===== src/rtl/fifo_sync_param_if.sv =====
// Write/read handshake and status bundle between a FIFO and its user.
interface fifo_sync_param_if #(
  parameter int DATA_W = 8,
  parameter int DEPTH  = 16
);
  localparam int CW = $clog2(DEPTH + 1);

  logic [DATA_W-1:0] i_data;
  logic              i_en_write;
  logic              i_en_read;
  logic              i_clear;
  logic [DATA_W-1:0] o_data;
  logic              o_valid;
  logic              o_full;
  logic              o_empty;
  logic              o_almost_full;
  logic              o_almost_empty;
  logic [CW-1:0]     o_count;
  logic              o_overflow;
  logic              o_underflow;

  modport master (
    output i_data, i_en_write, i_en_read, i_clear,
    input  o_data, o_valid, o_full, o_empty, o_almost_full, o_almost_empty,
           o_count, o_overflow, o_underflow
  );

  modport slave (
    input  i_data, i_en_write, i_en_read, i_clear,
    output o_data, o_valid, o_full, o_empty, o_almost_full, o_almost_empty,
           o_count, o_overflow, o_underflow
  );
endinterface


===== src/rtl/fifo_sync_param.sv =====
// Parametrised single-clock FIFO: 1-cycle registered read, occupancy count,
// threshold flags, drop-on-full / reject-on-empty error pulses, synchronous flush.
module fifo_sync_param #(
  parameter int DATA_W = 8,
  parameter int DEPTH  = 16,
  parameter int AF_TH  = DEPTH - 2,
  parameter int AE_TH  = 2
) (
  input  logic           i_clk,
  input  logic           i_reset_n,
  fifo_sync_param_if.slave bus
);
  localparam int PW = $clog2(DEPTH);
  localparam int CW = $clog2(DEPTH + 1);

  logic [DATA_W-1:0] mem [DEPTH];
  logic [PW-1:0]     wr_ptr;
  logic [PW-1:0]     rd_ptr;
  logic [CW-1:0]     count;
  logic [CW-1:0]     count_nxt;
  logic [DATA_W-1:0] data_q;
  logic              valid_q;
  logic              overflow_q;
  logic              underflow_q;
  logic              full;
  logic              empty;
  logic              rd_acc;
  logic              wr_acc;

  assign full  = (count == CW'(DEPTH));
  assign empty = (count == '0);

  // A write into a full FIFO is still taken when a read frees a slot the same edge.
  assign rd_acc = bus.i_en_read && !empty;
  assign wr_acc = bus.i_en_write && (!full || rd_acc);

  always_comb begin
    count_nxt = count;
    case ({wr_acc, rd_acc})
      2'b10:   count_nxt = count + CW'(1);
      2'b01:   count_nxt = count - CW'(1);
      default: count_nxt = count;
    endcase
  end

  always_ff @(posedge i_clk or negedge i_reset_n) begin
    if (!i_reset_n) begin
      wr_ptr      <= '0;
      rd_ptr      <= '0;
      count       <= '0;
      data_q      <= '0;
      valid_q     <= 1'b0;
      overflow_q  <= 1'b0;
      underflow_q <= 1'b0;
    end else if (bus.i_clear) begin
      wr_ptr      <= '0;
      rd_ptr      <= '0;
      count       <= '0;
      valid_q     <= 1'b0;
      overflow_q  <= 1'b0;
      underflow_q <= 1'b0;
    end else begin
      if (wr_acc) wr_ptr <= wr_ptr + PW'(1);
      if (rd_acc) begin
        rd_ptr <= rd_ptr + PW'(1);
        data_q <= mem[rd_ptr];
      end
      count       <= count_nxt;
      valid_q     <= rd_acc;
      overflow_q  <= bus.i_en_write && !wr_acc;
      underflow_q <= bus.i_en_read && !rd_acc;
    end
  end

  // Storage needs no reset; stale entries are never readable once pointers clear.
  always_ff @(posedge i_clk) begin
    if (wr_acc && !bus.i_clear) mem[wr_ptr] <= bus.i_data;
  end

  assign bus.o_data         = data_q;
  assign bus.o_valid        = valid_q;
  assign bus.o_full         = full;
  assign bus.o_empty        = empty;
  assign bus.o_almost_full  = (count >= CW'(AF_TH));
  assign bus.o_almost_empty = (count <= CW'(AE_TH));
  assign bus.o_count        = count;
  assign bus.o_overflow     = overflow_q;
  assign bus.o_underflow    = underflow_q;
endmodule


===== src/flat_wrapper.sv =====
// flat-port wrapper written by rule: the top's interface ports become plain ports
module fifo_sync_param_flat 
#(
  parameter int DATA_W = 8,
  parameter int DEPTH  = 16,
  parameter int AF_TH  = DEPTH - 2,
  parameter int AE_TH  = 2
)
  (i_clk, i_reset_n, bus_i_data, bus_i_en_write, bus_i_en_read, bus_i_clear, bus_o_data, bus_o_valid, bus_o_full, bus_o_empty, bus_o_almost_full, bus_o_almost_empty, bus_o_count, bus_o_overflow, bus_o_underflow);
  fifo_sync_param_if #(.DATA_W(DATA_W), .DEPTH(DEPTH)) bus_i ();
  input  logic i_clk;
  input  logic i_reset_n;
  input wire logic [$bits(bus_i.i_data)-1:0] bus_i_data;
  input wire logic [$bits(bus_i.i_en_write)-1:0] bus_i_en_write;
  input wire logic [$bits(bus_i.i_en_read)-1:0] bus_i_en_read;
  input wire logic [$bits(bus_i.i_clear)-1:0] bus_i_clear;
  output wire logic [$bits(bus_i.o_data)-1:0] bus_o_data;
  output wire logic [$bits(bus_i.o_valid)-1:0] bus_o_valid;
  output wire logic [$bits(bus_i.o_full)-1:0] bus_o_full;
  output wire logic [$bits(bus_i.o_empty)-1:0] bus_o_empty;
  output wire logic [$bits(bus_i.o_almost_full)-1:0] bus_o_almost_full;
  output wire logic [$bits(bus_i.o_almost_empty)-1:0] bus_o_almost_empty;
  output wire logic [$bits(bus_i.o_count)-1:0] bus_o_count;
  output wire logic [$bits(bus_i.o_overflow)-1:0] bus_o_overflow;
  output wire logic [$bits(bus_i.o_underflow)-1:0] bus_o_underflow;
  assign bus_i.i_data = bus_i_data;
  assign bus_i.i_en_write = bus_i_en_write;
  assign bus_i.i_en_read = bus_i_en_read;
  assign bus_i.i_clear = bus_i_clear;
  assign bus_o_data = bus_i.o_data;
  assign bus_o_valid = bus_i.o_valid;
  assign bus_o_full = bus_i.o_full;
  assign bus_o_empty = bus_i.o_empty;
  assign bus_o_almost_full = bus_i.o_almost_full;
  assign bus_o_almost_empty = bus_i.o_almost_empty;
  assign bus_o_count = bus_i.o_count;
  assign bus_o_overflow = bus_i.o_overflow;
  assign bus_o_underflow = bus_i.o_underflow;
  fifo_sync_param #(.DATA_W(DATA_W), .DEPTH(DEPTH), .AF_TH(AF_TH), .AE_TH(AE_TH)) u_core (.i_clk(i_clk), .i_reset_n(i_reset_n), .bus(bus_i));
endmodule

===== config.mk =====
export PLATFORM = sky130hd
export DESIGN_NAME = fifo_sync_param_flat
export DESIGN_NICKNAME = d
export VERILOG_FILES = /design/src/rtl/fifo_sync_param_if.sv /design/src/rtl/fifo_sync_param.sv /design/src/flat_wrapper.sv
export SDC_FILE = /design/constraint.sdc
export NUM_CORES = 1
export LEC_CHECK = 0
export CELL_PAD_IN_SITES_DETAIL_PLACEMENT = 1
export CELL_PAD_IN_SITES_GLOBAL_PLACEMENT = 2
export CORE_ASPECT_RATIO = 0.5
export CORE_MARGIN = 2
export CORE_UTILIZATION = 29
export CTS_CLUSTER_SIZE = 28
export DETAILED_ROUTE_END_ITERATION = 6
export DONT_BUFFER_PORTS = 1
export GPL_TIMING_DRIVEN = 0
export PLACE_DENSITY = 0.57
export RECOVER_POWER = 100
export SLEW_MARGIN = 30
export SYNTH_ARGS = -nofsm -noshare
export SYNTH_HDL_FRONTEND = slang
export SYNTH_SLANG_ARGS = --single-unit

===== constraint.sdc =====
create_clock -name i_clk -period 6.9 [get_ports i_clk]
set_input_delay 1.035 -clock i_clk [delete_from_list [all_inputs] [get_ports i_clk]]
set_output_delay 1.035 -clock i_clk [all_outputs]
set_load 0.03 [all_outputs]

# Word-level counts from Yosys, hierarchy flattened

Memory sizes are Yosys's and may differ from the RTL's. A register that Yosys moved wholly into a read port is not among the register bits.
Cells that the tools add are included.
Widths: inputs -> output; s select.

Add/subtract/negate cells: 4
Multipliers: 0
Div/mod/pow operators: 0
Order comparisons: 2
Equality and inequality tests: 3
Shift operators: 0
Muxes and demuxes: 11
Bitwise logic cells: 1
Reduce and logical (&&, ||, !) cells: 17

Operators by type and width:

| cell                | count |
|---|---|
| $mux 4              | 4 |
| $pmux 5 s2          | 1 |
| $add 4x1->4 const B | 2 |
| $logic_not 1->1     | 6 |
| $add 5x1->5 const B | 1 |
| $eq 5x5->1 const B  | 1 |
| $ge 5x4->1 const B  | 1 |
| $le 5x2->1 const B  | 1 |
| $logic_and 1x1->1   | 5 |
| $logic_not 5->1     | 1 |
| $mux 1              | 5 |
| $mux 5              | 1 |
| $sub 5x1->5 const B | 1 |
| $reduce_bool 2->1   | 2 |
| $reduce_bool 3->1   | 1 |
| $eq 2x1->1 const B  | 1 |
| $eq 2x2->1 const B  | 1 |
| $reduce_and 2->1    | 1 |
| $logic_or 1x1->1    | 1 |
| $not 1->1           | 1 |

Bits in registers: 16
Bits in latches: 0
RAM bits: 128
Bits in read-only memories: 0
Bits of input ports: 13
Output and inout bits: 20
Memories kept: 1

Memories:

| name       | depth | width | rd ports | clocked after Yosys merged registers in | write ports | line                  | RTL |
|---|---|---|---|---|---|---|---|
| u_core.mem | 16    | 8     | 1        | 1                                       | 1           | fifo_sync_param.sv:16 | `logic [DATA_W-1:0] mem [DEPTH];` |

# Logic depth before layout (Yosys ltp)

Depth after elaboration: 8
Gate-level depth with buffers: 9
Depth with buffers taken out: 9

# Least setup slack after synthesis

OpenSTA, ideal clock, no wires.

Path type: register to output
Start point: register u_core.count[4], in the netlist u_core.bus.o_count[4]
End point: output bus_o_almost_empty
Data arrival time: 2.175 ns
Required time: 5.865 ns
Slack: 3.690 ns
Stages on the path, launching flop included: 2
Path buffers: 0
Cell sequence: dfrtp_1 a2111oi_0

Cells in the longest elaborated chain, start to end: 1

Ends and longest elaborated chain:

| item                   | line                  | RTL |
|---|---|---|
| from (decl)            | fifo_sync_param.sv:19 | `logic [CW-1:0] count;` |
| from (signal assigned) | fifo_sync_param.sv:68 | `count <= count_nxt;` |
| $le 5x2->1             | fifo_sync_param.sv:85 | `assign bus.o_almost_empty = (count <= CW'(AE_TH));` |
| to (decl)              | flat_wrapper.sv:22    | `output wire logic [$bits(bus_i.o_almost_empty)-1:0] bus_o_almost_empty;` |

Every way passes these cells.

# Worst setup path after layout

Start point: register u_core.count[0], in the netlist u_core.bus.o_count[0]
End point: output bus_o_almost_empty

The elaborated chain is that of the path after synthesis.

==> results.sh <==
export IMPL_outcome="complete, but fails checks"
export IMPL_violations="max-capacitance violations, max-slew violations"
export IMPL_avgSynthCellArea_um2=18.1
export IMPL_ioPinCount=33
export IMPL_crit_required_ns=5.86
export IMPL_syn_area_um2=6150
export IMPL_synth_common_cells="edfxtp_1 (128), mux4_2 (32), dfrtp_1 (24), nor2_1 (23), nand2_1 (20)"
export IMPL_crit_arrival_ns=2.72
export IMPL_critical_path_max_stage_delay_ns=1.74
export IMPL_worst_setup_path_start_kind="flop"
export IMPL_die_w_um=210
export IMPL_worstMarginPinSlew_ns=2.04
export IMPL_finalClockSkew_ns=0.0139
export IMPL_synth_most_common_cell="edfxtp_1"
export IMPL_drtIter0Drc=324
export IMPL_grt_total_usage=0.135
export IMPL_path_depth=1
export IMPL_grt_overflow=0
export IMPL_ff_latch_area_um2=4440
export IMPL_vias=3133
export IMPL_worstRegToRegCells=7
export IMPL_portBuffers=0
export IMPL_cts_hold_buf=0
export IMPL_route_antenna_remaining_nets=0
export IMPL_yosys_register_bits=152
export IMPL_power_density_nw_per_um2=349
export IMPL_worst_path_max_delay_cell="a2111oi_0"
export IMPL_synth_edf_count=128
export IMPL_path_buf_inv=0
export IMPL_die_h_um=107
export IMPL_area_growth_pct=15.4
export IMPL_ys_seq_area_frac=0.722
export IMPL_hpwlAfterDp_um=9650
export IMPL_hp_class="in -> async"
export IMPL_first_global_vias=3542
export IMPL_antenna_found_initial=0
export IMPL_critPathKind="reg -> out"
export IMPL_fmax_mhz=266
export IMPL_synth_top_flop_cell="edfxtp_1"
export IMPL_gp_congestion=0.787
export IMPL_core_area_um2=20700
export IMPL_nFillCells=2087
export IMPL_ys_types=39
export IMPL_die_area_um2=22500
export IMPL_clk_latency_ns=0.42
export IMPL_worstPathMaxFanout=7
export IMPL_path_delay_family="compound AO/OA/AOI/OAI gates"
export IMPL_synth_area_leaders="edfxtp_1 (62%), mux4_2 (12%), dfrtp_1 (9.8%), mux2i_1 (2.8%), ha_1 (1.6%)"
export IMPL_synth_largest_area_cell="edfxtp_1"
export IMPL_rsz0062_at_grt="false"
export IMPL_synth_nets=362
export IMPL_worstSetupStartpoint="u_core.bus.o_count[0]"
export IMPL_setup_viol=0
export IMPL_reg2reg_from="u_core.bus.o_count[0]"
export IMPL_initial_core_util=0.297
export IMPL_holdWs_ns=0.301
export IMPL_cts_sinks=152
export IMPL_via_per_inst=4.83
export IMPL_fin_util=0.343
export IMPL_clk_path_buf_depth=2
export IMPL_cts_setup_buffers=0
export IMPL_cts_max_level=4
export IMPL_clk_pin_slew_ns=0.07
export IMPL_grt_pass1_wl_um=21800
export IMPL_postRouteWirelength_um=14100
export IMPL_rows=37
export IMPL_fin_crit_ns=3.76
export IMPL_wire_per_inst_um=21.8
export IMPL_leakage_uw=0.00233
export IMPL_drc_errors=0
export IMPL_slew_headroom=-0.395
export IMPL_async_flop_share=0.158
export IMPL_drive_gt1_frac=0.184
export IMPL_post_route_period_util=0.544
export IMPL_maxSlewViolCount=1
export IMPL_path_cells="a2111oi_0"
export IMPL_yosysWarnings=0
export IMPL_n_antenna_cell=0
export IMPL_tns_ns=0
export IMPL_end_kind="output pin"
export IMPL_hold_violations=0
export IMPL_cts_buffers=17
export IMPL_grt_max_degree=25
export IMPL_first_pass_iters=5
export IMPL_clockRootBuffer="clkbuf_16"
export IMPL_multi_input_area_um2=1580
export IMPL_tritoncts="built"
export IMPL_worst_r2r_setup_slack_ns=3.64
export IMPL_maxCapViolCount=1
export IMPL_ir_worst_vdd_mv=0.182
export IMPL_netlist_instances=340
export IMPL_synth_top_area_frac=0.625
export IMPL_cts_resized=0
export IMPL_power_total_uw=2470
export IMPL_nNetsFinal=385
==> registers in the layout, summed over array words and instances, names as in the netlist <==
register / cells
u_core.mem: 128
u_core.bus.o_data: 8
u_core.bus.o_count: 5
u_core.rd_ptr: 4
u_core.wr_ptr: 4
u_core.bus.o_overflow: 1
u_core.bus.o_underflow: 1
u_core.bus.o_valid: 1
==> area by class of cell <==
class / count / share of cell area
clock buffers: 17 / 0.0599
clock inverters: 15 / 0.0252
multi-input cells: 162 / 0.223
plain buffers: 18 / 0.0116
inverters: 8 / 0.00423
flip-flops and latches: 152 / 0.626
well taps: 273 / 0.0481
repair buffers: 4 / 0.00212
==> power breakdown <==
group	leakage (µW)	switching, µW	total [µW]	internal, µW
Combinational	0.000563	197	345	148
Sequential	0.00147	124	1170	1040
Clock	0.000303	412	962	551
==> per-layer routing <==
layer  track usage  up-vias  part of all wire
met3        0.0319       19             0.048
met5             0        -                 0
met1         0.173     1648              0.44
li1              -     1382                 -
met2         0.226       84              0.49
met4        0.0491        0             0.017
==> cells in the final DEF, fill, tap and decap left out, drive strengths merged, types with 2 or more instances in the layout <==
cell type  instances
o221ai             8
xor2               6
xnor2              2
dfrtp             24
nor3               4
mux4              32
nand2b             3
inv               17
clkbuf            31
mux2i             17
bufinv             2
buf                8
clkinv             4
or3                3
a21oi              5
nand3              7
o21ai              8
nand2             21
o21a               2
edfxtp           128
nor2              23
ha                 8
nor3b              2
==> path summary, 6_finish.rpt <==
kind / to
min reg2reg: u_core.rd_ptr[2]
max: bus_o_almost_empty
max reg2reg: u_core.bus.o_data[6]
min in group i_clk: u_core.rd_ptr[2]
max in group asynchronous: u_core.bus.o_data[2]
min: u_core.bus.o_underflow
==> kinds of logic after synthesis <==
family / share of synthesized area
flip-flops: 0.722
AND/OR/NAND/NOR: 0.0521
multiplexers: 0.145
AO/OA/AOI/OAI: 0.0313
buffers and inverters: 0.0185
adder cells (fa/ha/maj): 0.0195
XOR/XNOR: 0.0114
==> per-stage QoR <==
step           instances  area [µm²]  setup slack, ns
5_1_grt              649        7100             3.11
6_report             649        7100             3.14
2_1_floorplan        340        6150             3.69
3_3_place_gp         613        6490             3.50
3_5_place_dp         617        6550             3.75
4_1_cts              649        7150             3.75
Power figures use the tool's default switching activity.
